--- config.mk ---
export PLATFORM = sky130hd
export DESIGN_NAME = ssd_scan
export DESIGN_NICKNAME = d
export VERILOG_FILES = /design/src/rtl/ssd_scan.sv
export SDC_FILE = /design/constraint.sdc
export NUM_CORES = 1
export LEC_CHECK = 0
export CAP_MARGIN = 20
export CELL_PAD_IN_SITES_DETAIL_PLACEMENT = 0
export CELL_PAD_IN_SITES_GLOBAL_PLACEMENT = 1
export CORE_MARGIN = 10
export CORE_UTILIZATION = 47
export DETAILED_ROUTE_END_ITERATION = 10
export PLACE_DENSITY = 0.9
export SLEW_MARGIN = 25
export SYNTH_ARGS = -nofsm -noshare
export SYNTH_HDL_FRONTEND = slang
export SYNTH_SLANG_ARGS = --single-unit
--- constraint.sdc ---
create_clock -name ssd_scan_clk -period 3.1 [get_ports ssd_scan_clk]
set_input_delay 0.62 -clock ssd_scan_clk [delete_from_list [all_inputs] [get_ports ssd_scan_clk]]
set_output_delay 0.62 -clock ssd_scan_clk [all_outputs]
set_load 0.005 [all_outputs]
--- src/rtl/ssd_scan.sv ---
// Four-digit multiplexed seven-segment scanner for a common-anode display. Optional
// leading-zero blanking is enabled with the SSD_SCAN_LEADING_ZERO_BLANK_EN macro.
module ssd_scan #(
  parameter int REFRESH_DIV = 100000,
  parameter int CNT_W       = 17
) (
  input  logic        ssd_scan_clk,
  input  logic        ssd_scan_rst_n,
  input  logic [15:0] ssd_scan_data,
  input  logic [3:0]  ssd_scan_digit_en,
  input  logic [3:0]  ssd_scan_dp,
  output logic [3:0]  ssd_scan_an,
  output logic [6:0]  ssd_scan_seg,
  output logic        ssd_scan_dpo,
  output logic        ssd_scan_frame
);

  logic [CNT_W-1:0] cnt_q, cnt_d;
  logic [1:0]       sel_q, sel_d;
  logic [15:0]      shadowData_q;
  logic [3:0]       shadowEn_q;
  logic [3:0]       shadowDp_q;
  logic [3:0]       an_q, an_d;
  logic [6:0]       seg_q, seg_d;
  logic             dpo_q, dpo_d;
  logic             frame_q;
  logic             tick;
  logic             load;
  logic [3:0]       curNib;
  logic [3:0]       digitOn;

  function automatic logic [6:0] hexDecode(input logic [3:0] nib);
    logic [6:0] s;
    case (nib)
      4'h0: s = 7'h40;
      4'h1: s = 7'h79;
      4'h2: s = 7'h24;
      4'h3: s = 7'h30;
      4'h4: s = 7'h19;
      4'h5: s = 7'h12;
      4'h6: s = 7'h02;
      4'h7: s = 7'h78;
      4'h8: s = 7'h00;
      4'h9: s = 7'h10;
      4'hA: s = 7'h08;
      4'hB: s = 7'h03;
      4'hC: s = 7'h46;
      4'hD: s = 7'h21;
      4'hE: s = 7'h06;
      default: s = 7'h0E;
    endcase
    return s;
  endfunction

  assign tick  = (cnt_q == CNT_W'(REFRESH_DIV - 1));
  assign load  = tick && (sel_q == 2'd3);
  assign cnt_d = tick ? '0 : cnt_q + 1'b1;
  assign sel_d = tick ? sel_q + 2'd1 : sel_q;

`ifdef SSD_SCAN_LEADING_ZERO_BLANK_EN
  logic [3:0] nibZero;
  logic [3:0] zeroOrOff;
  logic [3:0] lzBlank;

  // Blanking is derived from the shadow only, so it cannot change mid-frame.
  always_comb begin
    for (int i = 0; i < 4; i++) begin
      nibZero[i]   = (shadowData_q[i*4 +: 4] == 4'h0);
      zeroOrOff[i] = nibZero[i] || !shadowEn_q[i];
    end
    lzBlank[3] = nibZero[3];
    lzBlank[2] = nibZero[2] && zeroOrOff[3];
    lzBlank[1] = nibZero[1] && zeroOrOff[3] && zeroOrOff[2];
    lzBlank[0] = 1'b0;
    digitOn    = shadowEn_q & ~lzBlank;
  end
`else
  assign digitOn = shadowEn_q;
`endif

  assign curNib = shadowData_q[{sel_q, 2'b00} +: 4];

  always_comb begin
    an_d  = 4'b1111;
    seg_d = 7'h7F;
    dpo_d = 1'b1;
    if (digitOn[sel_q]) begin
      an_d[sel_q] = 1'b0;
      seg_d       = hexDecode(curNib);
      dpo_d       = ~shadowDp_q[sel_q];
    end
  end

  always_ff @(posedge ssd_scan_clk or negedge ssd_scan_rst_n) begin
    if (!ssd_scan_rst_n) begin
      cnt_q        <= '0;
      sel_q        <= 2'd0;
      shadowData_q <= 16'h0000;
      shadowEn_q   <= 4'h0;
      shadowDp_q   <= 4'h0;
      an_q         <= 4'b1111;
      seg_q        <= 7'h7F;
      dpo_q        <= 1'b1;
      frame_q      <= 1'b0;
    end else begin
      cnt_q   <= cnt_d;
      sel_q   <= sel_d;
      an_q    <= an_d;
      seg_q   <= seg_d;
      dpo_q   <= dpo_d;
      frame_q <= load;
      // Shadow reloads on the same edge that sel wraps, so a frame never tears.
      if (load) begin
        shadowData_q <= ssd_scan_data;
        shadowEn_q   <= ssd_scan_digit_en;
        shadowDp_q   <= ssd_scan_dp;
      end
    end
  end

  assign ssd_scan_an    = an_q;
  assign ssd_scan_seg   = seg_q;
  assign ssd_scan_dpo   = dpo_q;
  assign ssd_scan_frame = frame_q;

endmodule

==> metrics.txt <==
Critical Path Source Type=register; width of the die=95.81 microns; clock skew after layout=6.610 ps; total negative slack=0 ps; count of cell types in the netlist=38; number of nets with antenna violations after detailed routing=0; share of post-route cells with drive strength above 1=24.38%; first drt pass iteration count=4; library cell contributing the largest single delay on the critical path=sky130_fd_sc_hd__or4_4; n_diodes=0; placed instance area=3107 sq um; CTS H-Tree Depth=2; fraction of synthesis flops using an asynchronous set or reset pin=100.0%; number of flops mapped to enable cells by yosys=0; number of cells traversed by the worst register-to-register path=5; global route total overflow=0; Reg2Reg Capture Point=shadowData_q[8]; Syn Nets=239; total power=1306 uW; reg-to-reg startpoint=cnt_q[0]; number of cells produced by synthesis=202; pin count of the biggest net entering global routing=25; Leak Pwr=0.001403 uW; total routing resource utilization after global routing=10.97%; die area=9180 sq um; minimum period implied by the final worst setup slack=2269 ps; setup repair after global routing missed its margin=no; via/cell ratio=5.127; site row count=27; top-level I/O count=39; cell-by-cell trace of the critical path=ha_1 > and4_1 > nand2_4 > or4_4 > mux2_4; initial standard-cell utilization of the core=48.76%; Placed Cells incl. Taps=306; launching element of the worst setup path=cnt_q[0]; nets=278; crit path max fanout=24; final setup violation count=0; clock tree from TritonCTS=done; Power Dens Cells=408.2 nW/um^2; final wirelength=4.741 mm; buffering stage count on the worst path with inverters included=0; wire length of the first global-routing pass=7.948 mm; share of the yosys chip area belonging to registers=52.43%; drt initial violations=68; Final Wtd Congestion=0.8074; flip-flop and latch count after synthesis=56; Area Growth Syn to Fin=18.48%; clock latency reported for the late side of the worst-skew pair=310 ps; area of the core region=5540 sq um; mapped cell area=2701 sq um; via count of the first global-routing pass=1641; number of buffers added to fix hold violations after cts=0; sort of element at the end of the critical path=register; setup fix buffers added after clock tree synthesis=0; highest clock rate=0.4408 GHz; signal arrival time at the worst endpoint=2460 ps; Hold Fails Final Rpt=0; flip-flop cell with the highest count after synthesis=sky130_fd_sc_hd__dfrtp_1; peak per-stage delay on the critical path=720 ps; Via Count=1610; number of buffer cells added on primary ports=38; normalized max-slew margin=68.82%; number of antenna violations at the first check in global routing=0; count of maximum capacitance violations=0; worst IR drop on VDD=0.2259 mV; root buf cell=sky130_fd_sc_hd__clkbuf_8; height of the chip=95.81 microns; maximum buffer depth of the clock tree=2; Slew Limit Fails=0; warning count from the yosys run=0; mean cell area of the mapped netlist=13.37 sq um; Worst-Margin Slew=467.7 ps; number of buffers created by CTS=5; share of the cycle needed by the critical path after routing=73.18%; critical path start-end classification=register to register; final cell utilization of the core=57.77%; routed length per instance=15.10 microns; cell family contributing the most delay on the critical path=simple AND/OR/NAND/NOR gates; number of gates on the worst path with buffers counted=5; class of the tightest hold or removal check=primary input to async pin; outcome=finished clean; DP Wirelength=3.524 mm; Post-route DRC=0; Num Clock Sinks=56; data required time at the worst endpoint=3300 ps; total of cells resized after clock tree synthesis=0; Register-to-Register Setup Slack=830 ps; post-route cell area=3201 sq um; non-filler cells in the finished layout=314; post-CTS clock slew at the launch and capture registers of the worst setup and hold paths=100 ps
## area by class of cell
type	count	area (sq um)
clock inverter	1	7.507
clock buffer	7	86.33
tap	72	90.09
fill	481	2340
inverter	9	33.78
timing repair buffer	41	397.9
multi-input combinational	128	1169
sequential	56	1416
## worst max-delay path by stage
stage	to	slack, ps
2_1_floorplan	digitOn[3]	1010
3_3_place_gp	shadowData_q[5]	880
3_5_place_dp	shadowData_q[2]	850
4_1_cts	shadowData_q[10]	830
5_1_grt	ssd_scan_seg[3]	690
6_report	shadowData_q[8]	830
## per-layer routing
metal	global-route usage (%)	wire length [microns]	up-vias
met5	0	0	-
met4	4.668	78	0
met3	2.957	181	7
met2	16.76	2120	39
met1	14.37	2360	784
li1	-	-	780
## sequential cells by signal (all words and copies together) (netlist names)
register / flops
cnt_q: 17
shadowData_q: 16
ssd_scan_seg: 7
digitOn: 4
shadowDp_q: 4
ssd_scan_an: 4
sel_q: 2
ssd_scan_dpo: 1
ssd_scan_frame: 1
## power by group
group	switching (uW)	total, uW	leakage (uW)	internal (uW)
combinational	46.9	124	0.000687	77.0
sequential	11.1	772	0.000671	761
clock	229	411	0.0000445	182
## logic make-up after synthesis
group | share of synthesized area, %
buf+inv | 4.307
flops | 52.43
xor+xnor | 4.863
fa+ha+maj | 5.095
simple gates | 10.84
compound gates | 3.891
mux | 18.57
## synthesized netlist by cell type (2+ instances only)
cell type | count | area, sq um
sky130_fd_sc_hd__and3_1 | 2 | 12.51
sky130_fd_sc_hd__nand2_1 | 14 | 52.55
sky130_fd_sc_hd__ha_1 | 11 | 137.6
sky130_fd_sc_hd__mux2_2 | 5 | 56.30
sky130_fd_sc_hd__xnor2_1 | 11 | 96.34
sky130_fd_sc_hd__a21oi_1 | 4 | 20.02
sky130_fd_sc_hd__buf_12 | 2 | 40.04
sky130_fd_sc_hd__dfstp_2 | 12 | 315.3
sky130_fd_sc_hd__a211oi_1 | 2 | 15.01
sky130_fd_sc_hd__mux4_2 | 6 | 135.1
sky130_fd_sc_hd__xor2_1 | 4 | 35.03
sky130_fd_sc_hd__nand4_1 | 5 | 31.28
sky130_fd_sc_hd__nor2_1 | 12 | 45.04
sky130_fd_sc_hd__mux2_4 | 20 | 300.3
sky130_fd_sc_hd__o21ai_0 | 2 | 10.01
sky130_fd_sc_hd__nor2b_1 | 3 | 18.77
sky130_fd_sc_hd__clkbuf_1 | 4 | 15.01
sky130_fd_sc_hd__inv_1 | 9 | 33.78
sky130_fd_sc_hd__nor3_1 | 5 | 25.02
sky130_fd_sc_hd__buf_6 | 2 | 22.52
sky130_fd_sc_hd__dfrtp_1 | 44 | 1101
sky130_fd_sc_hd__nand3_1 | 4 | 20.02
sky130_fd_sc_hd__o221ai_1 | 4 | 35.03
## metrics by stage
| step | hold slack (ps) | setup slack, ps |
|---|---|---|
| 2_1_floorplan | 324.4 | 1006 |
| 3_3_place_gp | 466.1 | 881.8 |
| 3_5_place_dp | 476.8 | 847.3 |
| 4_1_cts | 218.3 | 832.6 |
| 5_1_grt | 222.9 | 690.7 |
| 6_report | 213.7 | 831.5 |
## worst register-to-register path: cells and delay by family (launching register included)
family | cells | cell delay [ps]
simple gates | 3 | 1170
flops | 1 | 390
mux | 1 | 390
fa+ha+maj | 1 | 210
## placed cells by master, fill, tap and decap left out, types with 2 or more instances in the layout
cell / count
sky130_fd_sc_hd__clkdlybuf4s50_1: 37
sky130_fd_sc_hd__mux4_2: 6
sky130_fd_sc_hd__a211oi_1: 2
sky130_fd_sc_hd__xor2_1: 4
sky130_fd_sc_hd__nor2b_1: 3
sky130_fd_sc_hd__nor3_1: 5
sky130_fd_sc_hd__inv_1: 9
sky130_fd_sc_hd__buf_4: 3
sky130_fd_sc_hd__nand4_1: 5
sky130_fd_sc_hd__mux2_4: 20
sky130_fd_sc_hd__nor2_1: 12
sky130_fd_sc_hd__and3_1: 2
sky130_fd_sc_hd__a21oi_1: 4
sky130_fd_sc_hd__mux2_2: 5
sky130_fd_sc_hd__clkbuf_8: 6
sky130_fd_sc_hd__ha_1: 11
sky130_fd_sc_hd__nand2_1: 14
sky130_fd_sc_hd__xnor2_1: 11
sky130_fd_sc_hd__o221ai_1: 4
sky130_fd_sc_hd__nand3_1: 4
sky130_fd_sc_hd__o21ai_0: 2
sky130_fd_sc_hd__dfrtp_1: 44
sky130_fd_sc_hd__dfstp_2: 12
Note: power is estimated with default switching activity, not from simulation.
